<file path="src/rtl/pinmux_in_filter_if.sv">
// Bundle of the pad-conditioning signals between the pad side (master) and
// pinmux_in_filter (slave).
interface pinmux_in_filter_if #(
  parameter int unsigned NMioPads = 32,
  parameter int unsigned FiltCntW = 4
);
  logic [NMioPads-1:0] mio_pad_i;
  logic [NMioPads-1:0] filt_en_i;
  logic [FiltCntW-1:0] filt_thresh_i;
  logic [NMioPads-1:0] status_clr_i;
  logic [NMioPads-1:0] mio_in_o;
  logic [NMioPads-1:0] edge_rise_o;
  logic [NMioPads-1:0] edge_fall_o;
  logic [NMioPads-1:0] status_o;
  logic                irq_o;

  modport master (
    output mio_pad_i, filt_en_i, filt_thresh_i, status_clr_i,
    input  mio_in_o, edge_rise_o, edge_fall_o, status_o, irq_o
  );

  modport slave (
    input  mio_pad_i, filt_en_i, filt_thresh_i, status_clr_i,
    output mio_in_o, edge_rise_o, edge_fall_o, status_o, irq_o
  );
endinterface

</file>
<file path="src/rtl/pinmux_in_filter.sv">
// Per-pad synchronizer, programmable glitch filter and edge detect feeding pinmux mio_in_i.
// Define PINMUX_IN_FILTER_STATUS_EN to add sticky edge status flops and an aggregate irq.
module pinmux_in_filter #(
  parameter int unsigned NMioPads   = 32,
  parameter int unsigned SyncStages = 2,
  parameter int unsigned FiltCntW   = 4,
  parameter logic        PadRstVal  = 1'b0
) (
  input  logic                clk_i,
  input  logic                rst_i,
  pinmux_in_filter_if.slave   bus
);

  logic [NMioPads-1:0] sync_q [SyncStages];
  logic [NMioPads-1:0] sync;
  logic [NMioPads-1:0] filt_q;
  logic [NMioPads-1:0] filt_dly_q;
  logic [FiltCntW-1:0] cnt_q [NMioPads];

  // Plain flop chain: no logic between stages so the metastability window is
  // confined to the first flop.
  // NOTE: sequential state uses non-blocking assignments so every flop samples
  // pre-edge values regardless of statement order.
  always_ff @(posedge clk_i) begin
    if (rst_i) begin
      for (int s = 0; s < SyncStages; s++) begin
        sync_q[s] <= {NMioPads{PadRstVal}};
      end
    end else begin
      sync_q[0] <= bus.mio_pad_i;
      for (int s = 1; s < SyncStages; s++) begin
        sync_q[s] <= sync_q[s-1];
      end
    end
  end

  assign sync = sync_q[SyncStages-1];

  // A new level is accepted once it has differed from filt for thresh+1
  // consecutive cycles; ">=" keeps a lowered threshold from stranding a count.
  always_ff @(posedge clk_i) begin
    if (rst_i) begin
      filt_q     <= {NMioPads{PadRstVal}};
      filt_dly_q <= {NMioPads{PadRstVal}};
      for (int k = 0; k < NMioPads; k++) begin
        cnt_q[k] <= '0;
      end
    end else begin
      filt_dly_q <= filt_q;
      for (int k = 0; k < NMioPads; k++) begin
        if (!bus.filt_en_i[k]) begin
          filt_q[k] <= sync[k];
          cnt_q[k]  <= '0;
        end else if (sync[k] == filt_q[k]) begin
          cnt_q[k]  <= '0;
        end else if (cnt_q[k] >= bus.filt_thresh_i) begin
          filt_q[k] <= sync[k];
          cnt_q[k]  <= '0;
        end else begin
          cnt_q[k]  <= cnt_q[k] + 1'b1;
        end
      end
    end
  end

  assign bus.mio_in_o    = filt_q;
  assign bus.edge_rise_o = filt_q & ~filt_dly_q;
  assign bus.edge_fall_o = ~filt_q & filt_dly_q;

`ifdef PINMUX_IN_FILTER_STATUS_EN
  logic [NMioPads-1:0] status_q;

  // A new edge in the same cycle as a clear keeps the bit set.
  always_ff @(posedge clk_i) begin
    if (rst_i) begin
      status_q <= '0;
    end else begin
      status_q <= (status_q & ~bus.status_clr_i) | bus.edge_rise_o | bus.edge_fall_o;
    end
  end

  assign bus.status_o = status_q;
  assign bus.irq_o    = |status_q;
`else
  logic unused_status_clr;
  assign unused_status_clr = ^bus.status_clr_i;
  assign bus.status_o      = '0;
  assign bus.irq_o         = 1'b0;
`endif

endmodule

</file>
<file path="src/flat_wrapper.sv">
// flat-port wrapper written by rule: the top's interface ports become plain ports
module pinmux_in_filter_flat 
#(
  parameter int unsigned NMioPads   = 32,
  parameter int unsigned SyncStages = 2,
  parameter int unsigned FiltCntW   = 4,
  parameter logic        PadRstVal  = 1'b0
)
  (clk_i, rst_i, bus_mio_pad_i, bus_filt_en_i, bus_filt_thresh_i, bus_status_clr_i, bus_mio_in_o, bus_edge_rise_o, bus_edge_fall_o, bus_status_o, bus_irq_o);
  pinmux_in_filter_if #(.NMioPads(NMioPads), .FiltCntW(FiltCntW)) bus_i ();
  input  logic clk_i;
  input  logic rst_i;
  input wire logic [$bits(bus_i.mio_pad_i)-1:0] bus_mio_pad_i;
  input wire logic [$bits(bus_i.filt_en_i)-1:0] bus_filt_en_i;
  input wire logic [$bits(bus_i.filt_thresh_i)-1:0] bus_filt_thresh_i;
  input wire logic [$bits(bus_i.status_clr_i)-1:0] bus_status_clr_i;
  output wire logic [$bits(bus_i.mio_in_o)-1:0] bus_mio_in_o;
  output wire logic [$bits(bus_i.edge_rise_o)-1:0] bus_edge_rise_o;
  output wire logic [$bits(bus_i.edge_fall_o)-1:0] bus_edge_fall_o;
  output wire logic [$bits(bus_i.status_o)-1:0] bus_status_o;
  output wire logic [$bits(bus_i.irq_o)-1:0] bus_irq_o;
  assign bus_i.mio_pad_i = bus_mio_pad_i;
  assign bus_i.filt_en_i = bus_filt_en_i;
  assign bus_i.filt_thresh_i = bus_filt_thresh_i;
  assign bus_i.status_clr_i = bus_status_clr_i;
  assign bus_mio_in_o = bus_i.mio_in_o;
  assign bus_edge_rise_o = bus_i.edge_rise_o;
  assign bus_edge_fall_o = bus_i.edge_fall_o;
  assign bus_status_o = bus_i.status_o;
  assign bus_irq_o = bus_i.irq_o;
  pinmux_in_filter #(.NMioPads(NMioPads), .SyncStages(SyncStages), .FiltCntW(FiltCntW), .PadRstVal(PadRstVal)) u_core (.clk_i(clk_i), .rst_i(rst_i), .bus(bus_i));
endmodule
</file>
<file path="config.mk">
export PLATFORM = sky130hd
export DESIGN_NAME = pinmux_in_filter_flat
export DESIGN_NICKNAME = d
export VERILOG_FILES = /design/src/rtl/pinmux_in_filter_if.sv /design/src/rtl/pinmux_in_filter.sv /design/src/flat_wrapper.sv
export SDC_FILE = /design/constraint.sdc
export NUM_CORES = 1
export LEC_CHECK = 0
export ABC_AREA = 1
export CORE_MARGIN = 4
export CORE_UTILIZATION = 45
export DETAILED_ROUTE_END_ITERATION = 8
export PLACE_DENSITY = 0.69
export SLEW_MARGIN = 10
export SYNTH_ARGS = -nofsm -noshare
export SYNTH_HDL_FRONTEND = slang
export SYNTH_SLANG_ARGS = --single-unit
</file>
<file path="constraint.sdc">
create_clock -name clk_i -period 2.4 [get_ports clk_i]
set_input_delay 0.48 -clock clk_i [delete_from_list [all_inputs] [get_ports clk_i]]
set_output_delay 0.48 -clock clk_i [all_outputs]
set_load 0.01 [all_outputs]
</file>
== Word level (Yosys, flattened, before mapping) ==
Memory sizes are Yosys's and may differ from the RTL's.
Cells that the tools add are included.

* Bitwise logic cells: 134
* Eq/ne operators: 96
* Add/sub/neg operators: 32
* Magnitude comparators: 32
* Mux-type cells: 773
* Reductions and logical operators: 32

{| class="wikitable"
|+ Operators by type and width
! cell !! count
|-
| two-way mux 1 bit || 643
|-
| two-way mux 4 bit || 128
|-
| bitwise OR 1 bit || 130
|-
| adder 4 x 1 -> 4 bit (second input constant) || 32
|-
| greater-or-equal comparator 4 bit || 32
|-
| bitwise AND 32 bit || 2
|-
| two-way mux 32 bit || 2
|-
| inequality test 2 x 1 -> 1 bit (second input constant) || 32
|-
| inequality test 2 bit (second input constant) || 32
|-
| NOT 32 bit || 2
|-
| AND reduction 2 bit || 32
|-
| == test 1 bit || 32
|}

* Memories: 2
* Bits in writable memories: 192
* Word-level logic and storage cells: 1134
* Input bits: 102
* Register bits after elaboration: 64
* Output and inout bits: 129

{| class="wikitable"
|+ Memory list
! memory !! depth !! bits a word !! rd ports !! clocked after memory_dff !! wr ports !! RTL line !! source
|-
| u_core.cnt_q || 32 || 4 || 32 || 0 || 32 || pinmux_in_filter.sv:18 || <nowiki>logic [FiltCntW-1:0] cnt_q [NMioPads];</nowiki>
|-
| u_core.sync_q || 2 || 32 || 2 || 0 || 2 || pinmux_in_filter.sv:14 || <nowiki>logic [NMioPads-1:0] sync_q [SyncStages];</nowiki>
|}

== Depth between registers and ports, before layout ==
An unclocked memory read counts as a cell.

* Depth in word-level cells: 9
* Depth in mapped cells: 10
* Mapped depth without buffers: 10

== Worst setup path before layout ==
OpenSTA, ideal clock, no wires.

* Kind: input -> register
* Start point: input bus_filt_thresh_i[3]
* End point: memory u_core.cnt_q[25][0], in the netlist u_core.cnt_q[0][100], data pin
* Buffers on the path: 0
* Data required time: 2.262 ns
* Library setup time: 0.138 ns
* Data arrival time: 1.990 ns
* Setup slack: 0.272 ns
* Cell stages on the path: 7
* Cells stage by stage: inv_1 ha_1 nand2_1 nand2_1 nor2_1 nand4_4 nor2_2

{| class="wikitable"
|+ RTL lines
! item !! RTL line !! source
|-
| from (decl) || flat_wrapper.sv:15 || <nowiki>input wire logic [$bits(bus_i.filt_thresh_i)-1:0] bus_filt_thresh_i;</nowiki>
|-
| to (decl) || pinmux_in_filter.sv:18 ||
|}

== Final worst setup path ==
* Start point: register u_core.filt_q[3], in the netlist u_core.bus.mio_in_o[3]
* End point: output bus_edge_rise_o[3]

* Longest elaborated chain between the ends: 1

{| class="wikitable"
|+ RTL lines
! item !! RTL line !! source
|-
| from (decl) || pinmux_in_filter.sv:16 || <nowiki>logic [NMioPads-1:0] filt_q;</nowiki>
|-
| from (signal assigned) || pinmux_in_filter.sv:43 || <nowiki>filt_q <= {NMioPads{PadRstVal}};</nowiki>
|-
| from (signal, indexed assignment) || pinmux_in_filter.sv:52 || <nowiki>filt_q[k] <= sync[k];</nowiki>
|-
| from (signal, indexed assignment) || pinmux_in_filter.sv:57 || <nowiki>filt_q[k] <= sync[k];</nowiki>
|-
| bitwise AND 32 bit || pinmux_in_filter.sv:67 || <nowiki>assign bus.edge_rise_o = filt_q & ~filt_dly_q;</nowiki>
|-
| to (decl) || flat_wrapper.sv:18 || <nowiki>output wire logic [$bits(bus_i.edge_rise_o)-1:0] bus_edge_rise_o;</nowiki>
|}

No other way between the ends.

==> impl_summary.txt <==
----------------------------------------------------
[Setup path]
  Kind of end point of the critical path ... output port
  Cell-by-cell trace of the critical path ... inv_1 > nor2_1 > clkdlybuf4s50_1
  Buffers plus inverters on the worst setup path ... 2
  Data arrival time at the worst-slack endpoint ... 1760 ps
  Launch instance of the worst register-to-register path ... u_core.cnt_q[0][115]$_SDFFCE_PP0P_
  Gate family responsible for the most delay along the worst path ... buffers and inverters
  Critical path data required time ... 1920 ps
  Critical path's largest stage delay ... 540 ps
  Critical Path Source Type ... flip-flop
  Logic depth of the worst register-to-register path ... 8
  Reg2Reg Capture Point ... u_core.bus.mio_in_o[28]$_SDFFE_PP0P_
  Critical-path maximum fanout ... 4
  CP max-delay cell ... sky130_fd_sc_hd__clkdlybuf4s50_1
  Class of the most critical setup path ... reg -> out
  Slack of the worst reg-to-reg path ... 850 ps

[Place]
  Placed wire-length estimate after detailed placement ... 18800 um
  Final weighted congestion in routability-driven placement ... 0.768
  Cell Count Post-Placement ... 2285
  Number of port buffers ... 165

[Timing]
  Transition at the pin with the smallest max-transition slack ... 510 ps
  Max-slew violation count ... 0
  Final setup skew ... 12.7 ps
  Maximum frequency from static timing analysis ... 0.447 GHz
  Final setup violation count ... 0
  Hold Worst Slack ... 399 ps
  RSZ-0062 raised after global routing ... false
  Count of final hold-check violations ... 0
  Slew headroom ... 66.0%
  Share of the clock period used by the worst path after layout ... 93.2%
  Fin crit period ... 2240 ps

[Min path]
  Endpoint, Worst Hold ... u_core.sync_q[0][51]$_SDFF_PP0_
  Hold/Removal Path Class ... reg -> reg
  Hold path start ... u_core.sync_q[0][19]$_SDFF_PP0_
  Hold path depth ... 2

[Synthesis]
  Gate count of the mapped netlist ... 1592
  Leading area contributor after synthesis ... sky130_fd_sc_hd__edfxtp_1
  Count of different cell masters after synthesis ... 20
  Synth Cell Area ... 14400 um2
  Top_reg_cell synth ... sky130_fd_sc_hd__edfxtp_1
  Sequential fraction of the synthesis area ... 44.4%
  Number of enable flip-flop cells after synthesis ... 128
  Synth async-reset ratio ... 0%
  Top-count cell post-synth ... sky130_fd_sc_hd__inv_1
  Number of warning messages in the yosys log ... 0
  Cell types occupying the most area after synthesis ... sky130_fd_sc_hd__edfxtp_1 27%, sky130_fd_sc_hd__dfxtp_1 18%, sky130_fd_sc_hd__ha_1 14%, sky130_fd_sc_hd__inv_1 7.8%, sky130_fd_sc_hd__nand2_1 6.4%
  Flip-flop and latch count after synthesis ... 256
  Area fraction of the dominant cell type after synthesis ... 26.6%
  Post-Synthesis Mean Instance Area ... 9.07 um2
  Commonest cells in the synthesized netlist ... 301 x sky130_fd_sc_hd__inv_1, 246 x sky130_fd_sc_hd__nand2_1, 242 x sky130_fd_sc_hd__nor2_1

[Clocking]
  Clk_lat worst skew ... 530 ps
  Number of instances resized during post-cts repair ... 0
  Clk pin slew, worst setup/hold paths ... 60 ps
  Count of buffers added by post-CTS timing repair for setup ... 0
  Number of H-tree branching levels ... 1
  Library cell used as clock root buffer ... sky130_fd_sc_hd__clkbuf_16
  Number of buffers added to fix hold violations after cts ... 0
  CTS tree ... built
  Number of buffers inserted during clock tree synthesis ... 29
  Bufs on Longest Clock Path ... 3
  Number of sinks handled by clock tree synthesis ... 256

[Floorplan]
  Placement row count ... 65
  Width of the chip ... 187 um
  Starting density of the core ... 45.6%
  Number of top-level pins ... 231
  Total core area ... 31600 um2
  Die ar. ... 35000 um2
  Vertical die dimension ... 187 um

[GRT]
  Total congestion overflow ... 0
  All-layer global routing usage ... 15.5%
  Met1 usage in global routing ... 20.0%
  Fraction of met2 tracks used by global routing ... 26.2%
  Most congested layer reported by global routing ... met2
  Largest net degree at the start of global routing ... 97
  Number of global-route vias before repair ... 10.1k
  Global-route met3 utilization ... 4.05%
  Wire length of the first global-routing pass ... 46500 um
  Initial antenna violation count ... 1

[Routing]
  Number of iterations in the first detailed-routing pass ... 7
  DRC errors left ... 0
  DR vias/cell ... 4.41
  Total wire length ... 27200 um
  Iteration-0 DRC count of the detailed router ... 321
  Average wire per standard cell ... 11.6 um
  Remaining number of nets flagged by the antenna check after routing ... 0
  Number of vias in the routed layout ... 10.3k

[Cells and area]
  Antenna cells ... 0
  Share of cells above drive strength 1 ... 10.4%
  Final std cells w/o fill ... 2338
  Area growth from synthesis to final layout ... 23.9%
  Final-layout fill cell count ... 2831
  Net count reported at finish ... 2176

[Power]
  Max rail drop VDD ... 548 uV
  Final total power ... 10.8 mW
  Reported leakage power ... 8.49 nW
  Areal power density over the cells ... 601 nW/um2

[Status]
  Run status ... finished clean

[Flow run]
  Number of max-capacitance violations reported ... 0

----------------------------------------------------
-- layout by cell type, fill, tap and decap left out, types with 28 or more instances in the layout --
cell type,Yosys,routed
sky130_fd_sc_hd__nand4_4,28,28
sky130_fd_sc_hd__edfxtp_1,128,128
sky130_fd_sc_hd__xor2_1,64,64
sky130_fd_sc_hd__ha_1,160,160
sky130_fd_sc_hd__dfxtp_1,128,128
sky130_fd_sc_hd__nand3_1,64,64
sky130_fd_sc_hd__nand2_1,246,246
sky130_fd_sc_hd__inv_1,301,299
sky130_fd_sc_hd__nor2_2,100,100
sky130_fd_sc_hd__clkbuf_16,0,32
sky130_fd_sc_hd__nor2_1,242,242
sky130_fd_sc_hd__conb_1,2,161
sky130_fd_sc_hd__xnor2_1,32,32
sky130_fd_sc_hd__a21oi_1,34,34
sky130_fd_sc_hd__clkdlybuf4s50_1,0,163
-- worst reg2reg max path, cell delays in order (launching register included) --
cell                       delay (ps)
sky130_fd_sc_hd__edfxtp_1         430
sky130_fd_sc_hd__ha_1             310
sky130_fd_sc_hd__nand2_1           80
sky130_fd_sc_hd__nand2_1           60
sky130_fd_sc_hd__nor2_1           220
sky130_fd_sc_hd__buf_4            160
sky130_fd_sc_hd__nand3_1           70
sky130_fd_sc_hd__nand2_1           60
sky130_fd_sc_hd__nor2_1            40
-- report_power, final --
part           internal [mW]  switching, mW  total, mW
combinational          0.700          0.874       1.57
clock                   2.47           1.72       4.19
sequential              4.81          0.180       4.99
-- flip-flops by register name, indices dropped and copies added, names as in the netlist --
register / flops
u_core.filt_dly_q: 32
u_core.bus.mio_in_o: 32
u_core.cnt_q: 128
u_core.sync_q: 64
-- area by class of cell --
type	count	area, um2	area share, %
multi-input cells	1143	7090	39.6
flip-flops and latches	256	6410	35.8
repair buffers	182	1830	10.3
inverters	302	1150	6.41
clock buffers	42	858	4.80
well taps	402	503	2.81
clock inverters	11	56.3	0.315
-- how the worst max path moves through the flow --
stage                                        startpoint                                 end  depth (start not counted)
global route        u_core.bus.mio_in_o[3]$_SDFFE_PP0P_                  bus_edge_rise_o[3]                          3
floorplan                          bus_filt_thresh_i[3]  u_core.cnt_q[0][100]$_SDFFCE_PP0P_                          7
detailed placement                 bus_filt_thresh_i[3]   u_core.cnt_q[0][49]$_SDFFCE_PN0P_                          9
CTS                 u_core.bus.mio_in_o[3]$_SDFFE_PP0P_                  bus_edge_rise_o[3]                          3
global placement                   bus_filt_thresh_i[3]  u_core.cnt_q[0][121]$_SDFFCE_PP0P_                          9
finish              u_core.bus.mio_in_o[3]$_SDFFE_PP0P_                  bus_edge_rise_o[3]                          3
-- cells by family (layout without fill, tap and decap cells) --
kind of cell             count (synthesis)  in the layout  share of synthesized area (%)
AO/OA/AOI/OAI                           42             42                           1.66
XOR/XNOR                                96             96                           5.82
adder cells (fa/ha/maj)                160            160                           13.9
buffers and inverters                  352            537                           10.7
flip-flops                             256            256                           44.4
other                                    2            161                         0.0520
AND/OR/NAND/NOR                        684            684                           23.5
-- stage by stage --
stage / worst slack, ps / util [%] / TNS, ps / cell area [um2]
floorplan: 272 / - / 0 / 15000
global placement: 20.8 / 53.7 / 0 / 17000
detailed placement: -32.7 / 53.7 / -183 / 17000
CTS: 130 / 56.5 / 0 / 17900
global route: 66.9 / 56.5 / 0 / 17900
finish: 163 / 56.5 / 0 / 17900
-- layer usage --
layer	up-vias	wire, um
li1	5422	-
met1	4634	12400
met2	202	12400
met3	45	1760
met4	2	606
met5	-	12
Power figures use the tool's default switching activity.
